File: config.mk
export PLATFORM = sky130hd
export DESIGN_NAME = uart_rx_frame_flat
export DESIGN_NICKNAME = d
export VERILOG_FILES = /design/src/rtl/uart_pkg.sv /design/src/rtl/uart_rx_frame_if.sv /design/src/rtl/sync_ff.sv /design/src/rtl/uart_rx_frame.sv /design/src/flat_wrapper.sv
export SDC_FILE = /design/constraint.sdc
export NUM_CORES = 1
export LEC_CHECK = 0
export ABC_CLOCK_PERIOD_IN_PS = 4140
export BUFFER_PORTS_ARGS = -buffer_cell sky130_fd_sc_hd__buf_2
export CORE_ASPECT_RATIO = 2
export CORE_MARGIN = 3
export CORE_UTILIZATION = 50
export CTS_BUF_LIST = sky130_fd_sc_hd__clkbuf_4
export CTS_CLUSTER_DIAMETER = 40
export DETAILED_ROUTE_END_ITERATION = 6
export PLACE_DENSITY = 0.68
export SYNTH_ARGS = -nofsm -noshare
export SYNTH_HDL_FRONTEND = slang
export SYNTH_SLANG_ARGS = --single-unit
File: constraint.sdc
create_clock -name clk -period 4.14 [get_ports clk]
set_input_delay 0.207 -clock clk [delete_from_list [all_inputs] [get_ports clk]]
set_output_delay 0.207 -clock clk [all_outputs]
set_load 0.05 [all_outputs]
File: src/rtl/uart_pkg.sv
// uart_pkg
// Shared definitions for the UART receive slice: frame geometry, the
// minimum usable clock divisor and the receiver FSM state encoding.
package uart_pkg;

  localparam int DATA_BITS = 8;
  localparam int MIN_DIV   = 2;

  typedef enum logic [1:0] {
    IDLE  = 2'b00,
    START = 2'b01,
    DATA  = 2'b10,
    STOP  = 2'b11
  } rx_state_t;

endpackage

File: src/rtl/uart_rx_frame_if.sv
// uart_rx_frame_if
// Write-side connection between the UART receiver and its receive FIFO.
//   data_o      : received byte, valid with we_o
//   we_o        : one-cycle FIFO write strobe
//   frame_err_o : one-cycle pulse, stop bit sampled low
//   overrun_o   : one-cycle pulse, good byte dropped because FIFO full
//   full_i      : FIFO full flag back to the receiver
// master = receiver side, slave = FIFO side.
interface uart_rx_frame_if;
  import uart_pkg::*;

  logic [DATA_BITS-1:0] data_o;
  logic                 we_o;
  logic                 frame_err_o;
  logic                 overrun_o;
  logic                 full_i;

  modport master (
    output data_o, we_o, frame_err_o, overrun_o,
    input  full_i
  );

  modport slave (
    input  data_o, we_o, frame_err_o, overrun_o,
    output full_i
  );

endinterface

File: src/rtl/sync_ff.sv
// sync_ff
// Multi-flop synchroniser for a single asynchronous input.
//   clk   : destination clock
//   rst_n : asynchronous active-low reset, all stages load RESET_VAL
//   d     : asynchronous input
//   q     : synchronised output, DEPTH cycles behind d
module sync_ff #(
  parameter int   DEPTH     = 2,
  parameter logic RESET_VAL = 1'b1
) (
  input  logic clk,
  input  logic rst_n,
  input  logic d,
  output logic q
);

  logic [DEPTH-1:0] stages;

  // Plain shift chain; the idle-high reset value keeps a reset from
  // looking like a start-bit edge on the serial line.
  always_ff @(posedge clk or negedge rst_n) begin
    if (!rst_n) begin
      stages <= {DEPTH{RESET_VAL}};
    end else begin
      stages <= {stages[DEPTH-2:0], d};
    end
  end

  assign q = stages[DEPTH-1];

endmodule

File: src/rtl/uart_rx_frame.sv
// uart_rx_frame
// Receive front end of the UART: synchronises rx, validates start bits,
// deserialises 8N1 frames LSB first and pushes good bytes into the FIFO.
//   clk    : system clock
//   rst_n  : asynchronous active-low reset
//   rx_en  : receiver enable, low forces IDLE and drops any partial frame
//   baud   : clock cycles per bit, values below 2 behave as 2
//   rx     : asynchronous serial input, idle high
//   busy_o : high while the receiver is not IDLE
//   fifo   : FIFO write port (data, strobe, error pulses, full flag)
module uart_rx_frame
  import uart_pkg::*;
#(
  parameter int SYNC_STAGES = 2,
  parameter int DIV_W       = 32
) (
  input  logic             clk,
  input  logic             rst_n,
  input  logic             rx_en,
  input  logic [DIV_W-1:0] baud,
  input  logic             rx,
  output logic             busy_o,
  uart_rx_frame_if.master  fifo
);

  logic                 rx_s;
  logic                 rx_d;
  logic                 fall;
  logic [DIV_W-1:0]     n_cur;
  logic [DIV_W-1:0]     h_cur;
  logic [DIV_W-1:0]     n_reg;
  logic [DIV_W-1:0]     h_reg;
  logic [DIV_W-1:0]     n_last;
  logic [DIV_W-1:0]     h_last;
  logic [DIV_W-1:0]     cnt;
  logic [2:0]           bit_idx;
  logic [DATA_BITS-1:0] shreg;
  rx_state_t            state;

  sync_ff #(
    .DEPTH     (SYNC_STAGES),
    .RESET_VAL (1'b1)
  ) u_rx_sync (
    .clk   (clk),
    .rst_n (rst_n),
    .d     (rx),
    .q     (rx_s)
  );

  // One-cycle delayed copy of the synchronised line for edge detection.
  always_ff @(posedge clk or negedge rst_n) begin
    if (!rst_n) begin
      rx_d <= 1'b1;
    end else begin
      rx_d <= rx_s;
    end
  end

  assign fall   = rx_d & ~rx_s;
  assign n_cur  = (baud < DIV_W'(MIN_DIV)) ? DIV_W'(MIN_DIV) : baud;
  assign h_cur  = n_cur >> 1;
  assign n_last = n_reg - DIV_W'(1);
  assign h_last = h_reg - DIV_W'(1);

  // Receiver FSM. The divisor is latched at start detection so a baud
  // change mid-frame only takes effect on the next frame. STOP returns
  // to IDLE at mid-stop-bit so a back-to-back start edge is not missed.
  always_ff @(posedge clk or negedge rst_n) begin
    if (!rst_n) begin
      state            <= IDLE;
      cnt              <= '0;
      bit_idx          <= 3'd0;
      shreg            <= '0;
      n_reg            <= DIV_W'(MIN_DIV);
      h_reg            <= DIV_W'(MIN_DIV / 2);
      busy_o           <= 1'b0;
      fifo.data_o      <= '0;
      fifo.we_o        <= 1'b0;
      fifo.frame_err_o <= 1'b0;
      fifo.overrun_o   <= 1'b0;
    end else begin
      fifo.we_o        <= 1'b0;
      fifo.frame_err_o <= 1'b0;
      fifo.overrun_o   <= 1'b0;
      if (!rx_en) begin
        state  <= IDLE;
        cnt    <= '0;
        busy_o <= 1'b0;
      end else begin
        case (state)
          IDLE: begin
            if (fall) begin
              state  <= START;
              cnt    <= '0;
              n_reg  <= n_cur;
              h_reg  <= h_cur;
              busy_o <= 1'b1;
            end
          end
          START: begin
            if (cnt == h_last) begin
              cnt <= '0;
              if (!rx_s) begin
                state   <= DATA;
                bit_idx <= 3'd0;
              end else begin
                // Line is back high at mid-start-bit: treat as a glitch.
                state  <= IDLE;
                busy_o <= 1'b0;
              end
            end else begin
              cnt <= cnt + DIV_W'(1);
            end
          end
          DATA: begin
            if (cnt == n_last) begin
              shreg   <= {rx_s, shreg[DATA_BITS-1:1]};
              cnt     <= '0;
              bit_idx <= bit_idx + 3'd1;
              if (bit_idx == 3'(DATA_BITS - 1)) begin
                state <= STOP;
              end
            end else begin
              cnt <= cnt + DIV_W'(1);
            end
          end
          STOP: begin
            if (cnt == n_last) begin
              state  <= IDLE;
              cnt    <= '0;
              busy_o <= 1'b0;
              if (rx_s) begin
                if (!fifo.full_i) begin
                  fifo.data_o <= shreg;
                  fifo.we_o   <= 1'b1;
                end else begin
                  fifo.overrun_o <= 1'b1;
                end
              end else begin
                fifo.frame_err_o <= 1'b1;
              end
            end else begin
              cnt <= cnt + DIV_W'(1);
            end
          end
          default: begin
            state  <= IDLE;
            busy_o <= 1'b0;
          end
        endcase
      end
    end
  end

endmodule

File: src/flat_wrapper.sv
// flat-port wrapper written by rule: the top's interface ports become plain ports
module uart_rx_frame_flat import uart_pkg::*;
#(
  parameter int SYNC_STAGES = 2,
  parameter int DIV_W       = 32
)
  (clk, rst_n, rx_en, baud, rx, busy_o, fifo_data_o, fifo_we_o, fifo_frame_err_o, fifo_overrun_o, fifo_full_i);
  uart_rx_frame_if fifo_i ();
  input  logic clk;
  input  logic rst_n;
  input  logic rx_en;
  input  logic [DIV_W-1:0] baud;
  input  logic rx;
  output logic busy_o;
  output wire logic [$bits(fifo_i.data_o)-1:0] fifo_data_o;
  output wire logic [$bits(fifo_i.we_o)-1:0] fifo_we_o;
  output wire logic [$bits(fifo_i.frame_err_o)-1:0] fifo_frame_err_o;
  output wire logic [$bits(fifo_i.overrun_o)-1:0] fifo_overrun_o;
  input wire logic [$bits(fifo_i.full_i)-1:0] fifo_full_i;
  assign fifo_data_o = fifo_i.data_o;
  assign fifo_we_o = fifo_i.we_o;
  assign fifo_frame_err_o = fifo_i.frame_err_o;
  assign fifo_overrun_o = fifo_i.overrun_o;
  assign fifo_i.full_i = fifo_full_i;
  uart_rx_frame #(.SYNC_STAGES(SYNC_STAGES), .DIV_W(DIV_W)) u_core (.clk(clk), .rst_n(rst_n), .rx_en(rx_en), .baud(baud), .rx(rx), .busy_o(busy_o), .fifo(fifo_i));
endmodule
==> flow_summary.toml <==
[place]
pre_cts_ws_ps = 202
hpwl_mm = 17.5
routabilityCongestion = 0.971
dpl_cell_area_um2 = 7300
io_buffers = 48

[finish]
final_common_cell = "dfrtp_1"
drive_gt1_frac = 0.211
layout_common_cells = "dfrtp_1, nand2_1, xnor2_1"
areaGrowthSynthToFinish_pct = 13.9
fin_util = 0.590
multi_input_area_um2 = 4150
fin_area_um2 = 7760
nFillCells = 1179
nets = 872
seq_area_um2 = 2310

[clock_network]
clkLatencyLatePin_ps = 460
numClockSinks = 92
cts_root_buf = "clkbuf_4"
post-cts-setup-buffers = 0
cts_tree = "built"
clk_pin_slew_ps = 150
clock_path_buffers = 2
cts_made_buffers = 9
cts-htree-levels = 3

[synthesis]
syn-num-nets = 804
ys_ff_latch = 92
syn_avg_cell_area_um2 = 8.94
yosysSeqAreaShare = 0.339
yosys_warnings = 0
syn_area_um2 = 6810
synth_cell_types = 79
syn_inst = 762
synth_edf_count = 0
synth_largest_area_cell = "dfrtp_1"
yosysTopAreaCellShare = 0.323
ys_async_sr_fraction = 1.00
synth_flop_cell = "dfrtp_1"
synth.area.top_cells = "dfrtp_1, xnor2_1, mux2_2"

[pwr]
powerDensity_nw_per_um2 = 341
p_leak_nw = 3.15
ir_drop_uv = 295

[routing]
routedWlPerCell_um = 22.8
wl_mm = 22.6
via_count = 6438
routed_via_density = 6.51
drtPass1Iterations = 5
drtIter0Drc = 415
drc = 0
postRouteAntennaNets = 0

[worst_setup_path]
rr_worst_depth = 12
r2r_setup_slack_ps = 240
timing_worst_setup_path_type = "reg2reg"
r2r-start = "u_core.n_reg[16]"
r2r_end = "u_core.bit_idx[0]"
required_ps = 4500
critPathLaunchType = "register"
cp_max_fo = 6
cp.arrival_ps = 4260
crit_path_end_kind = "register"

[grt]
grt_max_degree = 75
grt_overflow = 0
grt_pass1_vias = 6418
grt_usage = 0.306
grt_pass1_wl_mm = 34.7
grt_antenna_before_repair = 1

[timing]
worst_clock_skew_ps = 20.2
fin_ws_ps = 244
tightest_slew_ps = 964
slew_viol_final = 0
post-route-min-period_ps = 3900
fin_setup_tns_ps = 0
hold_viol = 0
setup_viol = 0
period_share = 0.941
slew_headroom = 0.358
fin_hold_ws_ps = 23.3
timing.fmax_mhz = 257
grt_setup_unrepaired = "false"

[floorplan]
rows = 59
die-area_um2 = 15100
ios = 49
die_h_um = 171
coreArea_um2 = 13100
start_util = 0.518
die_w_um = 88.5

[job]
max_cap_viol_count = 0

[worst_hold_path]
hold_path_depth = 2
min_to = "u_core.n_reg[6]"
min_path_type = "in2reg"
hp-start = "baud[6]"

[status]
outcome = "finished clean"
==> stage by stage <==
step	power, mW	instances
2_1_floorplan	1.79	762
3_3_place_gp	2.09	941
3_5_place_dp	2.11	941
4_1_cts	2.65	987
5_1_grt	2.79	988
6_report	2.65	989
==> cells in the mapped netlist (3+ instances only) <==
cell and number:
and2_1 3, clkbuf_1 44, a21boi_0 5, o2111ai_1 4, nor4_1 29, a221o_1 3
nand4b_1 3, o211ai_1 5, nor3_1 20, nor2_1 44, a211oi_1 4, o21ai_0 31
and4_1 4, nor4_2 4, dfstp_2 4, or4_1 7, dfrtp_1 88, mux2i_1 6
mux2_1 4, nor4b_1 4, o31a_1 7, xor2_1 23, a21oi_1 34, or3_1 7
nand2_1 59, nor3b_1 4, xnor2_1 58, a31oi_1 22, inv_1 21, nand3_1 25
and3_1 15, nor4_4 3, nor2b_1 9, ha_1 5, nand2b_1 4, mux2_2 44
buf_2 15, or4_4 4, a41oi_1 5, nand4_1 28
==> per-layer routing <==
layer | track usage | vias up | part of all wire
li1 | - | 2951 | -
met1 | 0.296 | 3172 | 0.33
met2 | 0.575 | 230 | 0.56
met3 | 0.0361 | 85 | 0.031
met4 | 0.211 | 0 | 0.076
met5 | 0 | - | 0
==> worst max-delay path by stage <==
stage,start,slack [ps],end
final,u_core.n_reg[16],240,u_core.bit_idx[0]
after global routing,u_core.n_reg[6],30,u_core.bit_idx[0]
after CTS,u_core.n_reg[1],160,u_core.bit_idx[0]
after detailed placement,u_core.n_reg[1],200,u_core.bit_idx[0]
after global placement,u_core.n_reg[16],210,u_core.bit_idx[0]
after floorplan,u_core.n_reg[1],360,u_core.cnt[25]
==> area by class of cell <==
class | count | area share
diodes | 2 | 0.000645
clock buffers | 9 | 0.00871
clock inverters | 7 | 0.00968
inverters | 22 | 0.0106
multi-input cells | 584 | 0.535
flip-flops and latches | 92 | 0.297
well taps | 152 | 0.0245
repair buffers | 121 | 0.113
==> cells by family (layout without fill, tap and decap cells) <==
logic type / after synthesis / after routing / synth area share
multiplexers: 54 / 54 / 0.0882
flip-flops: 92 / 92 / 0.339
AO/OA/AOI/OAI: 150 / 150 / 0.149
buffers and inverters: 86 / 159 / 0.0529
other: 0 / 2 / 0
XOR/XNOR: 83 / 83 / 0.111
AND/OR/NAND/NOR: 292 / 292 / 0.251
adder cells (fa/ha/maj): 5 / 5 / 0.00918
==> critical path, cell delays in order, from the launching register on <==
cell	delay, ps
dfrtp_1	540
nor4_2	620
nand4_1	260
buf_4	230
xnor2_1	280
o221ai_1	220
a2111oi_0	440
buf_4	190
nor4bb_1	250
buf_4	190
nand3_1	100
a21o_1	230
mux2_2	270
==> power by group <==
part	total, mW	switching, mW	internal [mW]	leakage, nW
clock network	0.512	0.326	0.186	0.0702
registers	1.16	0.176	0.981	1.20
logic	0.980	0.543	0.436	1.88
==> timing repair <==
| item | CTS | global route |
|---|---|---|
| gates resized for setup | 0 | 1 |
| endpoints found under the setup margin | 0 | 1 |
| endpoints found under the hold margin | 101 | 0 |
| hold buffers | 30 | 0 |
(Power assumes the default switching activity.)
